$ cat config.mk
export PLATFORM = sky130hd
export DESIGN_NAME = spi_master
export DESIGN_NICKNAME = d
export VERILOG_FILES = /design/src/rtl/spi_master.sv
export SDC_FILE = /design/constraint.sdc
export NUM_CORES = 1
export LEC_CHECK = 0
export BUFFER_PORTS_ARGS = -buffer_cell sky130_fd_sc_hd__buf_2
export CAP_MARGIN = 0
export CORE_AREA = 4 4 68 57
export DETAILED_ROUTE_END_ITERATION = 8
export DIE_AREA = 0 0 72 61
export PLACE_DENSITY = 0.84
export SETUP_SLACK_MARGIN = 0.15
export SLEW_MARGIN = 30
export SYNTH_ARGS = -nofsm -noshare
export SYNTH_HDL_FRONTEND = slang
export SYNTH_SLANG_ARGS = --single-unit
$ cat constraint.sdc
create_clock -name clk -period 2.5 [get_ports clk]
set_clock_uncertainty 0.1 [all_clocks]
set_input_delay 0.375 -clock clk [delete_from_list [all_inputs] [get_ports clk]]
set_output_delay 0.375 -clock clk [all_outputs]
set_load 0.005 [all_outputs]
$ cat src/rtl/spi_master.sv
`default_nettype none
// ============================================================================
// Module   : spi_master
// Purpose  : Single-word SPI master supporting all four CPOL/CPHA modes.
// Revision : 1.0 - initial release
// ============================================================================
module spi_master #(
    parameter int CLK_FREQ   = 50_000_000,
    parameter int SPI_FREQ   = 5_000_000,
    parameter int DATA_WIDTH = 8,
    parameter int CPOL       = 0,
    parameter int CPHA       = 0
) (
    input  logic                  clk,
    input  logic                  arstn,
    input  logic [DATA_WIDTH-1:0] data_send,
    input  logic                  spi_start,
    output logic                  sclk,
    output logic                  csn,
    output logic                  mosi,
    input  logic                  miso,
    output logic                  spi_done,
    output logic [DATA_WIDTH-1:0] data_recv
);

    localparam int HALF   = CLK_FREQ / (2 * SPI_FREQ);
    localparam int CNT_W  = (HALF > 1) ? $clog2(HALF) : 1;
    localparam int EDGE_W = $clog2(2 * DATA_WIDTH + 1);

    localparam logic [CNT_W-1:0]  C_CNT_LAST  = CNT_W'(HALF - 1);
    localparam logic [EDGE_W-1:0] C_EDGE_LAST = EDGE_W'(2 * DATA_WIDTH);
    localparam logic              C_SCLK_IDLE = (CPOL != 0);
    localparam logic              C_CPHA      = (CPHA != 0);

    typedef enum logic [1:0] {
        S_IDLE  = 2'd0,
        S_LEAD  = 2'd1,
        S_SHIFT = 2'd2,
        S_TRAIL = 2'd3
    } state_t;

    state_t                r_state;
    logic [CNT_W-1:0]      r_cnt;
    logic [EDGE_W-1:0]     r_edge;
    logic [DATA_WIDTH-1:0] r_tx;
    logic [DATA_WIDTH-1:0] r_rx;

    logic                  w_tick;
    logic [EDGE_W-1:0]     w_edge_num;
    logic                  w_sample;

    assign w_tick     = (r_cnt == C_CNT_LAST);
    assign w_edge_num = r_edge + 1'b1;
    // Odd edges are leading; CPHA=0 samples on leading, CPHA=1 on trailing.
    assign w_sample   = C_CPHA ? ~w_edge_num[0] : w_edge_num[0];

    always_ff @(posedge clk) begin
        if (arstn) begin
            r_state   <= S_IDLE;
            r_cnt     <= '0;
            r_edge    <= '0;
            r_tx      <= '0;
            r_rx      <= '0;
            sclk      <= C_SCLK_IDLE;
            csn       <= 1'b1;
            mosi      <= 1'b0;
            spi_done  <= 1'b0;
            data_recv <= '0;
        end else begin
            spi_done <= 1'b0;
            case (r_state)
                S_IDLE: begin
                    // The done cycle itself refuses a new start.
                    if (spi_start && !spi_done) begin
                        r_rx    <= '0;
                        r_cnt   <= '0;
                        r_edge  <= '0;
                        csn     <= 1'b0;
                        r_state <= S_LEAD;
                        if (C_CPHA) begin
                            r_tx <= data_send;
                        end else begin
                            mosi <= data_send[DATA_WIDTH-1];
                            r_tx <= {data_send[DATA_WIDTH-2:0], 1'b0};
                        end
                    end
                end
                S_LEAD, S_SHIFT: begin
                    if (w_tick) begin
                        r_cnt  <= '0;
                        sclk   <= ~sclk;
                        r_edge <= w_edge_num;
                        if (w_sample) begin
                            r_rx <= {r_rx[DATA_WIDTH-2:0], miso};
                        end else if (w_edge_num != C_EDGE_LAST) begin
                            mosi <= r_tx[DATA_WIDTH-1];
                            r_tx <= {r_tx[DATA_WIDTH-2:0], 1'b0};
                        end
                        r_state <= (w_edge_num == C_EDGE_LAST) ? S_TRAIL : S_SHIFT;
                    end else begin
                        r_cnt <= r_cnt + 1'b1;
                    end
                end
                S_TRAIL: begin
                    if (w_tick) begin
                        r_cnt     <= '0;
                        csn       <= 1'b1;
                        spi_done  <= 1'b1;
                        data_recv <= r_rx;
                        r_state   <= S_IDLE;
                    end else begin
                        r_cnt <= r_cnt + 1'b1;
                    end
                end
                default: r_state <= S_IDLE;
            endcase
        end
    end

endmodule
`default_nettype wire

==> results.toml, run 1 <==
[layout]
final_area_mm2 = 0.00196
drive_gt1_share_pct = 22.9
syn_to_final_growth_pct = 12.3
finalNetCount = 235
multi_input_area_um2 = 898
regArea_um2 = 741
n_antenna_cell = 0
fillers = 282

[drt]
drc = 0
wirelength_um = 3480
firstDrtPassIters = 4
drt_iter0_drc = 92
final_antenna_net_count = 0
vias = 1445
post_drt_wl_per_cell_um = 13.5
routed_via_density = 5.60

[synth]
ys_top_cells_by_count = "dfxtp_1, nand2_1, a21oi_1"
avgSynthCellArea_um2 = 8.94
syn-num-nets = 213
synth_top_family_by_area = "compound AO/OA/AOI/OAI gates"
synth_cell_types = 39
ys_ff_latch = 37
synth_top_area_share_pct = 42.5
synth_xor_area_share_pct = 0.502
synth_area_leaders = "dfxtp_1, a21oi_1, a221oi_2"
syn-instance-count = 195
synth_edf_count = 0
async_flop_share_pct = 0
yosys_warnings = 0
synth_area_leader_cell = "dfxtp_1"
syn_area_mm2 = 0.00174
ys_seq_area_share_pct = 42.5
synthMuxAreaShare_pct = 0.574
yosys.area_share.simple_pct = 19.7
synth-adder-area-share_pct = 4.30
ys.flop_type = "dfxtp_1"
synth_compound_area_share_pct = 26.1
synthMostInstantiatedCell = "dfxtp_1"

[timing]
setup_viol = 0
slew_headroom_pct = 64.1
rsz0062_at_grt = "false"
period_share_pct = 86.3
worst_slew_pin_slew_ns = 0.539
min_period_ns = 2.16
max_freq_ghz = 0.463
fin_setup_tns_ns = 0
final_max_slew_viol_count = 0
finalHoldViolCount = 0

[place]
place_area_mm2 = 0.00187
port-buffer-count = 23
gp_congestion = 0.828
dp_hpwl_um = 2460

[min_path]
holdPathStages = 2
min_from = "miso"
worstHoldEndpoint = "r_rx[0]$_SDFFE_PP0P_"
hp-class = "input port to flip-flop"

[floorplan]
rows = 18
pin_count = 24
die_y_um = 61
dieWidth_um = 72
core_area_mm2 = 0.00311
start_util_pct = 56.1
dieArea_mm2 = 0.00439

[critical_path]
crit_type = "flip-flop to flip-flop"
crit_path_end_kind = "flip-flop"
max_stage_delay_ns = 0.56
worstRegToRegCells = 6
cp-start-kind = "flip-flop"
path_max_fanout = 11
arrival_ns = 2.27
path_cells = "inv_1 -> ha_2 -> and3_1 -> nor2_1 -> or4_4 -> a221oi_2"
crit_required_ns = 2.61
r2r-end = "r_tx[6]$_SDFFE_PP0P_"
r2r_setup_slack_ns = 0.34
r2r-start = "r_state[1]$_SDFFE_PP0P_"
worst_path_max_delay_cell = "or4_4"

[power]
p_leak_nw = 0.749
combPwrFrac_pct = 11.2
clkPwrFrac_pct = 35.4
vdd_drop_max_mv = 0.373
netSwitchingFraction_pct = 26.3
intPower_mw = 0.850
pwr-share-seq_pct = 53.5
power_switching_mw = 0.303
power_density_mw_per_mm2 = 589

[clocking]
cts-root-buf = "clkbuf_8"
clkLatencyLatePin_ns = 0.29
ctsHoldBuffers = 0
clock-sinks = 37
htree_levels = 2
cts_tree = "yes"
postCtsSetupBuffers = 0
cts_buffers = 5
ctsLongestPathBuffers = 2
post_cts_resized = 0
clk_pin_slew_worst_paths_ns = 0.07

[global_route]
grt_pass1_wl_um = 6150
antenna_found_initial = 0
grt_pass1_vias = 1403
track_usage_pct = 18.1
grt_start_max_net_pins = 32
grt_overflow_total = 0

[status]
status = "finished clean"

[run]
maxCapViolations = 0
-- cell families (layout without fill, tap and decap cells) --
kind of cell / count (synthesis) / count (layout)
xor gates and xnor gates: 1 / 1
and+or+nand+nor: 67 / 67
buffers and inverters: 23 / 46
muxes: 1 / 1
AOI/OAI and AO/OA: 60 / 60
DFF: 37 / 37
adders and majority gates: 6 / 6
-- worst max-delay path, delay by kind of cell, from the launching register on --
kind	cells	cell delay, ns
and+or+nand+nor	3	0.85
adders and majority gates	1	0.42
DFF	1	0.37
AOI/OAI and AO/OA	1	0.24
buffers and inverters	1	0.08
-- flip-flops by register name, indices dropped and copies added (netlist names) --
name and count:
sclk 1, spi_done 1, mosi 1, r_tx 7
r_cnt 3, r_rx 8, csn 1, r_state 2
data_recv 8, r_edge 5
-- cell type report --
cell class              count  area share [%]
clock inverters             3           0.895
multi-input cells         135            45.9
clock buffers               5            3.51
well taps                  40            2.56
inverters                  12            2.30
flip-flops and latches     37            37.8
repair buffers             26            7.03
-- layer usage --
| metal | global-route usage (%) | vias to the layer above | part of all wire, % |
|---|---|---|---|
| li1 | - | 737 | - |
| met1 | 23.7 | 668 | 48 |
| met2 | 28.3 | 33 | 45 |
| met3 | 4.80 | 7 | 5.4 |
| met4 | 8.58 | 0 | 1.8 |
| met5 | 0 | - | 0 |
-- power by group through the flow --
stage	Sequential [mW]	Combinational [mW]	Clock, mW
after floorplan	0.628	0.0995	0
after global placement	0.629	0.122	0
after detailed placement	0.630	0.126	0
after CTS	0.616	0.127	0.421
after global routing	0.618	0.146	0.440
final	0.616	0.129	0.408
-- how the worst max path moves through the flow --
stage | slack, ns | cells past startpoint | from | to
floorplan | 0.34 | 7 | r_state[0]$_SDFFE_PP0P_ | mosi$_SDFFE_PP0P_
global placement | 0.38 | 6 | r_state[1]$_SDFFE_PP0P_ | r_tx[3]$_SDFFE_PP0P_
global route | 0.20 | 6 | r_state[1]$_SDFFE_PP0P_ | mosi$_SDFFE_PP0P_
detailed placement | 0.33 | 6 | r_state[1]$_SDFFE_PP0P_ | r_tx[2]$_SDFFE_PP0P_
finish | 0.34 | 6 | r_state[1]$_SDFFE_PP0P_ | r_tx[6]$_SDFFE_PP0P_
CTS | 0.30 | 6 | r_state[1]$_SDFFE_PP0P_ | r_tx[3]$_SDFFE_PP0P_
-- per-stage QoR --
stage | hold WS [ns] | total power [mW] | instances | util, % | setup slack [ns]
after floorplan | 0.332 | 0.727 | 195 | - | 0.342
after global placement | 0.342 | 0.751 | 250 | 60.0 | 0.382
after detailed placement | 0.344 | 0.756 | 250 | 60.0 | 0.325
after CTS | 0.180 | 1.16 | 258 | 62.8 | 0.297
after global routing | 0.186 | 1.20 | 258 | 63.0 | 0.202
final | 0.192 | 1.15 | 258 | 63.0 | 0.341
-- layout by cell type, fill, tap and decap left out, drive strengths merged, types with 2 or more instances in the layout --
| master | synthesis | layout |
|---|---|---|
| dfxtp | 37 | 37 |
| ha | 6 | 6 |
| a22o | 9 | 9 |
| a221oi | 7 | 7 |
| a22oi | 3 | 3 |
| nand2 | 26 | 26 |
| a21oi | 22 | 22 |
| nand3 | 7 | 7 |
| nor3 | 4 | 4 |
| o21ai | 4 | 4 |
| inv | 12 | 12 |
| and2 | 2 | 2 |
| nor2 | 14 | 14 |
| buf | 5 | 26 |
| clkinv | 0 | 2 |
| clkbuf | 6 | 5 |
| nand2b | 3 | 3 |
| nand3b | 3 | 3 |
| and3 | 2 | 2 |
| o21bai | 7 | 7 |
Power figures use the tool's default switching activity.
==> inputs of run 2 (changes only) <==
--- a/config.mk
+++ b/config.mk
@@ -7,10 +7,10 @@
 export LEC_CHECK = 0
 export BUFFER_PORTS_ARGS = -buffer_cell sky130_fd_sc_hd__buf_2
 export CAP_MARGIN = 0
-export CORE_AREA = 4 4 68 57
+export CORE_AREA = 4 4 75 63
 export DETAILED_ROUTE_END_ITERATION = 8
-export DIE_AREA = 0 0 72 61
-export PLACE_DENSITY = 0.84
+export DIE_AREA = 0 0 79 67
+export PLACE_DENSITY = 0.72
 export SETUP_SLACK_MARGIN = 0.15
 export SLEW_MARGIN = 30
 export SYNTH_ARGS = -nofsm -noshare
==> run 2 against run 1 <==
Compared with the run above:
- combinational power is essentially flat
- fmax is essentially flat
- count of clock-buffer cells in the layout is the same
- register-to-register slack is essentially flat
- sequential power is essentially flat
- total power grew 9.9%
- final area grew 2.6%
- global-route usage shrank 4.0 points
- largest power group unchanged
==> results.toml, run 2 (same netlist as run 1, synthesis figures left out) <==
[clocking]
cts-root-buf = "clkbuf_8"
htree_levels = 2
clkLatencyLatePin_ns = 0.29
clk_pin_slew_worst_paths_ns = 0.08
cts_tree = "yes"
clock-sinks = 37
cts_buffers = 5
ctsLongestPathBuffers = 2
postCtsSetupBuffers = 0

[layout]
finalNetCount = 235
drive_gt1_share_pct = 22.9
mostFrequentLayoutCell = "dfxtp_1"
final_area_mm2 = 0.00201
fillers = 418
final_cells = 275
final_util_pct = 49.6
n_antenna_cell = 0
syn_to_final_growth_pct = 15.1
reg_top3 = "data_recv (8), r_rx (8), r_tx (7)"
layout_common_cells = "dfxtp_1, nand2_1, buf_2"

[floorplan]
pin_count = 24
dieArea_mm2 = 0.00529
core_area_mm2 = 0.00405
die_y_um = 67
rows = 21
dieWidth_um = 79
start_util_pct = 43.1

[timing]
max_freq_ghz = 0.464
period_share_pct = 86.3
fin_setup_tns_ns = 0
rsz0062_at_grt = "false"
slew_headroom_pct = 62.8
setup_viol = 0
min_period_ns = 2.16
finalHoldViolCount = 0
holdWs_ns = 0.197
final_max_slew_viol_count = 0
worst_slew_pin_slew_ns = 0.558

[status]
status = "finished clean"

[drt]
drt_iter0_drc = 62
post_drt_wl_per_cell_um = 13.0
routed_via_density = 5.28
wirelength_um = 3570
final_antenna_net_count = 0
vias = 1452
drc = 0
firstDrtPassIters = 6

[place]
numPlacedInstances = 267
gp_congestion = 0.810
place_area_mm2 = 0.00189
port-buffer-count = 23
dp_hpwl_um = 2450

[global_route]
antenna_found_initial = 0
grt_overflow_total = 0
grt_pass1_wl_um = 5910
grt_start_max_net_pins = 32
track_usage_pct = 14.1
grt_pass1_vias = 1320

[power]
p_leak_nw = 0.760
vdd_drop_max_mv = 0.360
power_density_mw_per_mm2 = 631

[critical_path]
crit_path_end_kind = "flip-flop"
cp-start-kind = "flip-flop"
path_max_fanout = 11
crit_required_ns = 2.60
arrival_ns = 2.26
crit_type = "flip-flop to flip-flop"

[min_path]
hp-class = "input port to flip-flop"

[run]
maxCapViolations = 0
run 2: cell types whose count changed in the layout (fill, tap and decap cells not counted):
cell	delta
clkinv_4	+1
bufinv_16	+1
clkinv_2	-2
run 2: stage by stage:
stage               power [mW]  setup slack, ns
floorplan                0.727            0.342
global placement         0.754            0.366
detailed placement       0.757            0.305
CTS                       1.27            0.279
global route              1.32            0.166
finish                    1.27            0.344
run 2: worst paths after layout:
kind                                           startpoint                         to  slack (ns)  cells after the start
worst max-delay path              r_state[1]$_SDFFE_PP0P_       r_tx[7]$_SDFFE_PP0P_        0.34                      6
worst min-delay path                                 miso       r_rx[0]$_SDFFE_PP0P_        0.20                      2
worst max register to register    r_state[1]$_SDFFE_PP0P_       r_tx[7]$_SDFFE_PP0P_        0.34                      6
worst min register to register  data_recv[4]$_SDFFE_PP0P_  data_recv[4]$_SDFFE_PP0P_        0.35                      2
run 2: cell type report:
cell class / count / area (um^2) / area share [%]
inverters: 12 / 45.0 / 2.24
multi-input cells: 135 / 898 / 44.7
clock buffers: 5 / 68.8 / 3.43
repair buffers: 26 / 138 / 6.85
clock inverters: 3 / 46.3 / 2.31
flip-flops and latches: 37 / 741 / 36.9
well taps: 57 / 71.3 / 3.55
run 2: power by group:
group	total, mW	leakage (nW)	switching, mW	internal (mW)
Combinational	0.131	0.405	0.0795	0.0512
Clock	0.519	0.0543	0.221	0.298
Sequential	0.617	0.300	0.0105	0.606
Total	1.27	0.760	0.311	0.956
run 2: per-layer routing:
layer	up-vias	share of wire (%)	global-route usage [%]
met4	0	1.3	5.15
met2	23	44	22.4
met3	8	4.1	3.92
met5	-	0	0
met1	683	50	18.3
li1	738	-	-
run 2: repair_timing:
item | CTS | global route
endpoints found under the hold margin | 0 | 0
resized for setup | 0 | 2
hold buffers | 0 | 0
endpoints found under the setup margin | 0 | 15
run 2: worst max-delay path: stages, from the launching register on:
cell and delay [ns]:
dfxtp_1 0.37, inv_1 0.08, ha_2 0.44, and3_1 0.22, nor2_1 0.06, or4_4 0.56
a221oi_2 0.24
